==> src/rtl/spad_pkg.sv <==
// rtl/spad_pkg.sv - shared types and default widths for the scratchpad sequencer
package spad_pkg;

  localparam int SPAD_DATA_W = 16;
  localparam int SPAD_ADDR_W = 9;
  localparam int SPAD_REP_W  = 8;

  typedef enum logic [1:0] {
    ST_IDLE = 2'd0,
    ST_FILL = 2'd1,
    ST_READ = 2'd2,
    ST_DONE = 2'd3
  } spad_state_e;

  // One skid-buffer entry: a read word plus the tags issued with it.
  typedef struct packed {
    logic [SPAD_DATA_W-1:0] data;
    logic                   pass_last;
    logic                   last;
  } skid_entry_t;

endpackage

==> src/rtl/spad_rd_skid.sv <==
// rtl/spad_rd_skid.sv - 2-entry FIFO holding scratchpad read words under backpressure
module spad_rd_skid
  import spad_pkg::*;
#(
  parameter int W = SPAD_DATA_W + 2
) (
  input  logic         clk,
  input  logic         reset,
  input  logic         i_push,
  input  logic [W-1:0] i_push_data,
  input  logic         i_pop,
  output logic [1:0]   o_occ,
  output logic [W-1:0] o_head
);

  logic [W-1:0] r_mem [2];
  logic         r_wptr;
  logic         r_rptr;
  logic [1:0]   r_occ;
  logic         w_push;
  logic         w_pop;

  // A pop frees a slot in the same cycle, so push into a full buffer is legal when popping.
  assign w_pop  = i_pop && (r_occ != 2'd0);
  assign w_push = i_push && ((r_occ != 2'd2) || w_pop);

  // Entry storage, pointers and occupancy.
  always_ff @(posedge clk or negedge reset) begin
    if (!reset) begin
      r_mem[0] <= '0;
      r_mem[1] <= '0;
      r_wptr   <= 1'b0;
      r_rptr   <= 1'b0;
      r_occ    <= 2'd0;
    end else begin
      if (w_push) begin
        r_mem[r_wptr] <= i_push_data;
        r_wptr        <= ~r_wptr;
      end
      if (w_pop) begin
        r_rptr <= ~r_rptr;
      end
      case ({w_push, w_pop})
        2'b10:   r_occ <= r_occ + 2'd1;
        2'b01:   r_occ <= r_occ - 2'd1;
        default: r_occ <= r_occ;
      endcase
    end
  end

  assign o_occ  = r_occ;
  assign o_head = r_mem[r_rptr];

endmodule

==> src/rtl/spad_seq.sv <==
// rtl/spad_seq.sv - fill/replay sequencer for one PE scratchpad
module spad_seq
  import spad_pkg::*;
#(
  parameter int DATA_BITWIDTH = SPAD_DATA_W,
  parameter int ADDR_BITWIDTH = SPAD_ADDR_W,
  parameter int REP_BITWIDTH  = SPAD_REP_W
) (
  input  logic                     clk,
  input  logic                     reset,
  input  logic                     i_start,
  input  logic [ADDR_BITWIDTH:0]   i_cfg_len,
  input  logic [REP_BITWIDTH-1:0]  i_cfg_repeat,
  input  logic                     i_fill_valid,
  output logic                     o_fill_ready,
  input  logic [DATA_BITWIDTH-1:0] i_fill_data,
  output logic                     o_rd_valid,
  input  logic                     i_rd_ready,
  output logic [DATA_BITWIDTH-1:0] o_rd_data,
  output logic                     o_rd_pass_last,
  output logic                     o_rd_last,
  output logic                     o_spad_wen,
  output logic [ADDR_BITWIDTH-1:0] o_spad_waddr,
  output logic [DATA_BITWIDTH-1:0] o_spad_wdata,
  output logic                     o_spad_ren,
  output logic [ADDR_BITWIDTH-1:0] o_spad_raddr,
  input  logic [DATA_BITWIDTH-1:0] i_spad_rdata,
  output logic                     o_busy,
  output logic                     o_done
);

  localparam int                    LW      = ADDR_BITWIDTH + 1;
  localparam int                    EW      = DATA_BITWIDTH + 2;
  localparam logic [LW-1:0]         MAX_LEN = LW'(1) << ADDR_BITWIDTH;
  localparam logic [LW-1:0]         LEN_ONE = LW'(1);
  localparam logic [REP_BITWIDTH-1:0] REP_ONE = REP_BITWIDTH'(1);

  spad_state_e             r_state;
  logic [LW-1:0]           r_len;
  logic [LW-1:0]           r_wcnt;
  logic [LW-1:0]           r_raddr;
  logic [REP_BITWIDTH-1:0] r_rep;
  logic [REP_BITWIDTH-1:0] r_pass;
  logic                    r_issue_done;
  logic                    r_inflight;
  logic                    r_infl_pass_last;
  logic                    r_infl_last;

  logic [LW-1:0] w_len_sat;
  logic [LW-1:0] w_len_m1;
  logic          w_fill_acc;
  logic          w_pop;
  logic          w_ren;
  logic          w_tag_pass_last;
  logic          w_tag_last;
  logic          w_drained;
  logic [2:0]    w_level;
  logic [2:0]    w_limit;
  logic [1:0]    w_occ;
  logic [EW-1:0] w_head;

  assign w_len_sat  = (i_cfg_len > MAX_LEN) ? MAX_LEN : i_cfg_len;
  assign w_len_m1   = r_len - LEN_ONE;
  assign w_fill_acc = (r_state == ST_FILL) && i_fill_valid;
  assign w_pop      = (w_occ != 2'd0) && i_rd_ready;

  // Issue only if the word can land in the skid buffer: buffered plus in flight, minus
  // what leaves this cycle, must leave a free slot. The ready->ren path is deliberate.
  assign w_level = {1'b0, w_occ} + {2'b00, r_inflight};
  assign w_limit = 3'd1 + {2'b00, w_pop};
  assign w_ren   = (r_state == ST_READ) && !r_issue_done && (w_level <= w_limit);

  assign w_tag_pass_last = (r_raddr == w_len_m1);
  assign w_tag_last      = w_tag_pass_last && (r_pass == (r_rep - REP_ONE));

  // Everything issued has been delivered once the current pop empties the buffer.
  assign w_drained = r_issue_done && !r_inflight && (w_occ == {1'b0, w_pop});

  // Control FSM with length/repeat latching and fill/read address counters.
  always_ff @(posedge clk or negedge reset) begin
    if (!reset) begin
      r_state      <= ST_IDLE;
      r_len        <= '0;
      r_rep        <= '0;
      r_wcnt       <= '0;
      r_raddr      <= '0;
      r_pass       <= '0;
      r_issue_done <= 1'b0;
    end else begin
      case (r_state)
        ST_IDLE: begin
          if (i_start) begin
            r_len        <= w_len_sat;
            r_rep        <= i_cfg_repeat;
            r_wcnt       <= '0;
            r_raddr      <= '0;
            r_pass       <= '0;
            r_issue_done <= 1'b0;
            r_state      <= (w_len_sat == '0) ? ST_DONE : ST_FILL;
          end
        end
        ST_FILL: begin
          if (w_fill_acc) begin
            r_wcnt <= r_wcnt + LEN_ONE;
            if (r_wcnt == w_len_m1) begin
              r_state <= (r_rep == '0) ? ST_DONE : ST_READ;
            end
          end
        end
        ST_READ: begin
          if (w_ren) begin
            if (w_tag_pass_last) begin
              r_raddr <= '0;
              r_pass  <= r_pass + REP_ONE;
              if (w_tag_last) begin
                r_issue_done <= 1'b1;
              end
            end else begin
              r_raddr <= r_raddr + LEN_ONE;
            end
          end
          if (w_drained) begin
            r_state <= ST_DONE;
          end
        end
        ST_DONE: r_state <= ST_IDLE;
        default: r_state <= ST_IDLE;
      endcase
    end
  end

  // Track the read issued last cycle together with its tags, so its data can be captured.
  always_ff @(posedge clk or negedge reset) begin
    if (!reset) begin
      r_inflight       <= 1'b0;
      r_infl_pass_last <= 1'b0;
      r_infl_last      <= 1'b0;
    end else begin
      r_inflight       <= w_ren;
      r_infl_pass_last <= w_ren && w_tag_pass_last;
      r_infl_last      <= w_ren && w_tag_last;
    end
  end

  spad_rd_skid #(
    .W (EW)
  ) u_skid (
    .clk         (clk),
    .reset       (reset),
    .i_push      (r_inflight),
    .i_push_data ({i_spad_rdata, r_infl_pass_last, r_infl_last}),
    .i_pop       (w_pop),
    .o_occ       (w_occ),
    .o_head      (w_head)
  );

  assign o_fill_ready   = (r_state == ST_FILL);
  assign o_spad_wen     = w_fill_acc;
  assign o_spad_waddr   = w_fill_acc ? r_wcnt[ADDR_BITWIDTH-1:0] : '0;
  assign o_spad_wdata   = w_fill_acc ? i_fill_data : '0;
  assign o_spad_ren     = w_ren;
  assign o_spad_raddr   = w_ren ? r_raddr[ADDR_BITWIDTH-1:0] : '0;
  assign o_rd_valid     = (w_occ != 2'd0);
  assign o_rd_data      = o_rd_valid ? w_head[EW-1:2] : '0;
  assign o_rd_pass_last = o_rd_valid && w_head[1];
  assign o_rd_last      = o_rd_valid && w_head[0];
  assign o_busy         = (r_state != ST_IDLE);
  assign o_done         = (r_state == ST_DONE);

endmodule

==> config.mk <==
export PLATFORM = sky130hd
export DESIGN_NAME = spad_seq
export DESIGN_NICKNAME = d
export VERILOG_FILES = /design/src/rtl/spad_pkg.sv /design/src/rtl/spad_rd_skid.sv /design/src/rtl/spad_seq.sv
export SDC_FILE = /design/constraint.sdc
export NUM_CORES = 1
export LEC_CHECK = 0
export CORE_AREA = 2 2 107 109
export CTS_CLUSTER_DIAMETER = 60
export DETAILED_ROUTE_END_ITERATION = 12
export DIE_AREA = 0 0 109 111
export PLACE_DENSITY = 0.79
export RECOVER_POWER = 50
export SETUP_SLACK_MARGIN = 0.15
export SLEW_MARGIN = 5
export SYNTH_ARGS = -nofsm -noshare
export SYNTH_HDL_FRONTEND = slang
export SYNTH_HIERARCHICAL = 1
export SYNTH_SLANG_ARGS = --single-unit
export TNS_END_PERCENT = 100
==> constraint.sdc <==
create_clock -name clk -period 5.4 [get_ports clk]
set_clock_uncertainty 0.15 [all_clocks]
set_input_delay 0.54 -clock clk [delete_from_list [all_inputs] [get_ports clk]]
set_output_delay 0.54 -clock clk [all_outputs]
set_load 0.02 [all_outputs]
==> results.yml, run 1 <==
synth:
  syn-num-nets: 623
  syn_area_per_cell_sq_um: 10.0
  ys_types: 57
  synthArstFlopShare_pct: 100
  synth_seq_cells: 92
  yosys.area.top_type: "dfrtp_1"
  synth_area_leaders: "dfrtp_1, mux2_2, xnor2_1"
  synth_top_area_share_pct: 41.4
  synthCells: 554
  synth_area_sq_um: 5570
  synth-seq-area-share_pct: 41.4
  synth-edff-count: 0
  yosysWarnings: 6
  synth_flop_cell: "dfrtp_1"
clocking:
  insertion_delay_ps: 340
  clkTransAtPathRegs_ps: 60
  cts.sinks: 92
  cts_root_buf: "clkbuf_16"
  cts_max_path_buffers: 2
  cts_tree: "built"
  numCtsBuffers: 9
  ctsResizeCount: 0
  htree_num_levels: 3
  hold_buffers: 0
  postCtsSetupRepairBufs: 0
timing:
  finalHoldViolations: 0
  setup_tns_ps: 0
  setup_violations: 0
  layout_min_cycle_time_ps: 4640
  worstMarginPinSlew_ps: 2880
  max-slew-margin-rel_pct: -91.7
  rsz0062_at_grt: "false"
  min_period_over_period_pct: 86.0
  drv_slew: 71
  max_freq_mhz: 215
worst_setup_path:
  crit_path_max_fanout: 19
  r2r_start: "u_skid/o_occ[0]"
  crit_slowest_cell: "clkdlybuf4s50_1"
  regToRegSetupSlack_ps: 1140
  path_class: "flop to output pin"
  crit_required_ps: 4710
  start_kind: "flop"
  cp-end-kind: "output pin"
  crit_chain: "nor2_1 > buf_4 > inv_1 > nand2_1 > inv_1 > fa_1 > or3b_2 > a211oi_2 > buf_4 > and2_1 > clkdlybuf4s50_1"
  reg2reg_depth: 13
  critPathArrivalTime_ps: 3950
  max_stage_delay_ps: 620
  rr_endpoint: "r_pass[7]"
min_path:
  holdPathEnd: "u_skid/r_mem[8]"
  min-delay-path-class: "flop to flop"
  min-delay-start: "u_skid/r_mem[8]"
  hold_depth: 1
finish:
  mostFrequentLayoutCell: "clkdlybuf4s50_1"
  fin_util_pct: 63.4
  fin_cells: 798
  final_cell_mix: "clkdlybuf4s50_1, dfrtp_1, mux2_2"
  nets: 719
  num_antenna_cells: 0
  area_delta_synth_final_pct: 26.2
  drive_above_1_share_pct: 13.7
power_and_ir_drop:
  power_density_nw_per_um2: 545
  max-vdd-ir-drop_v: 0.000399
  power_w: 0.00383
  power_leakage_nw: 3.01
global_route:
  track_usage_pct: 22.2
  grt_max_degree: 52
  grt_remaining_overflow: 0
  grt_pass1_vias: 4464
  antenna_found_initial: 0
  grt_pass1_wl_mm: 21.6
placement:
  port_buffers: 112
  gp_congestion: 0.913
  dpl.cell_count: 782
  dp_hpwl_mm: 9.22
route:
  routed_wl_mm: 12.8
  ant_nets: 0
  wl_per_cell_microns: 16.0
  num_vias: 4440
  dr.first_iter.drc_count: 249
  drtPass1Iterations: 5
  routed_via_density: 5.56
  drcViolationCount: 0
run:
  maxCapViolCount: 2
run_status:
  failed_checks: "max-capacitance violations, max-slew violations"
  status: "finished, violations left"
floorplanning:
  die_h_microns: 111
  die-area_sq_um: 12100
  core_sq_um: 11100
  rows: 39
  pin_count: 113
  start_util_pct: 50.3
  die_w_microns: 109
[cell type report]
cell class              count  area, sq um
multi-input cells         409         3020
inverters                  22         82.6
well taps                 143          179
clock buffers              12          256
repair buffers            116         1140
clock inverters             4         47.5
fillers                   902         4050
flip-flops and latches     92         2300
[cells in the mapped netlist (13+ instances only)]
cell / instances
clkbuf_1: 21
nor2_1: 31
ha_1: 13
mux2_2: 53
nor3_1: 14
and3_1: 36
o21ai_0: 20
nand3_1: 22
dfrtp_1: 92
xnor2_1: 29
nor2b_1: 20
inv_1: 22
xor2_1: 19
nand2_1: 33
[kinds of logic (layout without fill, tap and decap cells)]
| group | Yosys count | count (layout) | share of synthesized area [%] |
|---|---|---|---|
| flip-flops | 92 | 92 | 41.4 |
| buffers and inverters | 53 | 154 | 4.32 |
| AND/OR/NAND/NOR | 206 | 206 | 20.2 |
| adder cells (fa/ha/maj) | 14 | 14 | 3.28 |
| XOR/XNOR | 49 | 49 | 7.96 |
| AO/OA/AOI/OAI | 76 | 76 | 9.28 |
| multiplexers | 64 | 64 | 13.6 |
[per-stage QoR]
step                      setup WS [ps]  cell area (sq um)  hold slack, ps
final                               756               7030             351
after global placement              769               6740             333
after detailed placement            699               6740             341
after CTS                           346               7050             105
after global routing                528               7030             370
after floorplan                    1070               5570            94.4
[per-layer routing]
| metal | GRT usage, % | share of wire, % | up-vias |
|---|---|---|---|
| met4 | 6.32 | 1.2 | 0 |
| met2 | 37.1 | 51 | 116 |
| met3 | 4.29 | 4.8 | 11 |
| met5 | 0 | 0 | - |
| li1 | - | - | 2144 |
| met1 | 29.2 | 43 | 2169 |
[worst max-delay path: cells and delay by family, from the launching register on]
family / cells / cell delay [ps]
buffers and inverters: 5 / 1250
and+or+nand+nor: 4 / 850
AOI/OAI and AO/OA: 1 / 530
DFF: 1 / 470
adders and majority gates: 1 / 510
[worst max path at each step]
stage	startpoint	slack (ps)	cells after the start	endpoint
after detailed placement	i_rd_ready	700	9	o_spad_raddr[0]
after floorplan	u_skid/o_occ[0]	1070	14	r_raddr[9]
final	u_skid/o_occ[0]	760	11	o_spad_raddr[0]
after CTS	u_skid/o_occ[0]	350	11	o_spad_raddr[0]
after global placement	i_rd_ready	770	9	o_spad_raddr[0]
after global routing	u_skid/o_occ[0]	530	11	o_spad_raddr[0]
[report_power, final]
part	internal, W	switching [W]
Clock	0.000382	0.000260
Combinational	0.00103	0.000968
Sequential	0.000932	0.000263
[sequential cells by signal, indices dropped and copies added, names as in the netlist]
| signal | cells |
|---|---|
| r_issue_done | 1 |
| r_raddr | 10 |
| r_rep | 8 |
| u_skid/r_rptr | 1 |
| u_skid/o_occ | 2 |
| r_infl_last | 1 |
| u_skid/r_wptr | 1 |
| u_skid/r_mem | 36 |
| r_state | 2 |
| r_pass | 8 |
| r_wcnt | 10 |
| r_infl_pass_last | 1 |
| r_inflight | 1 |
| r_len | 10 |
No activity file was read; power rests on OpenSTA's default activity.
==> run 2: changes to the inputs <==
SKIP_CTS_REPAIR_TIMING = 1   (was unset)
==> results of run 2 <==
The final DEF is identical to that of run 1; final timing and power are the same.
==> run 3: changes to the inputs <==
SLEW_MARGIN = unset   (was 5)
TNS_END_PERCENT = unset   (was 100)
==> results of run 3 <==
The final DEF is identical to that of run 1; final timing and power are the same.
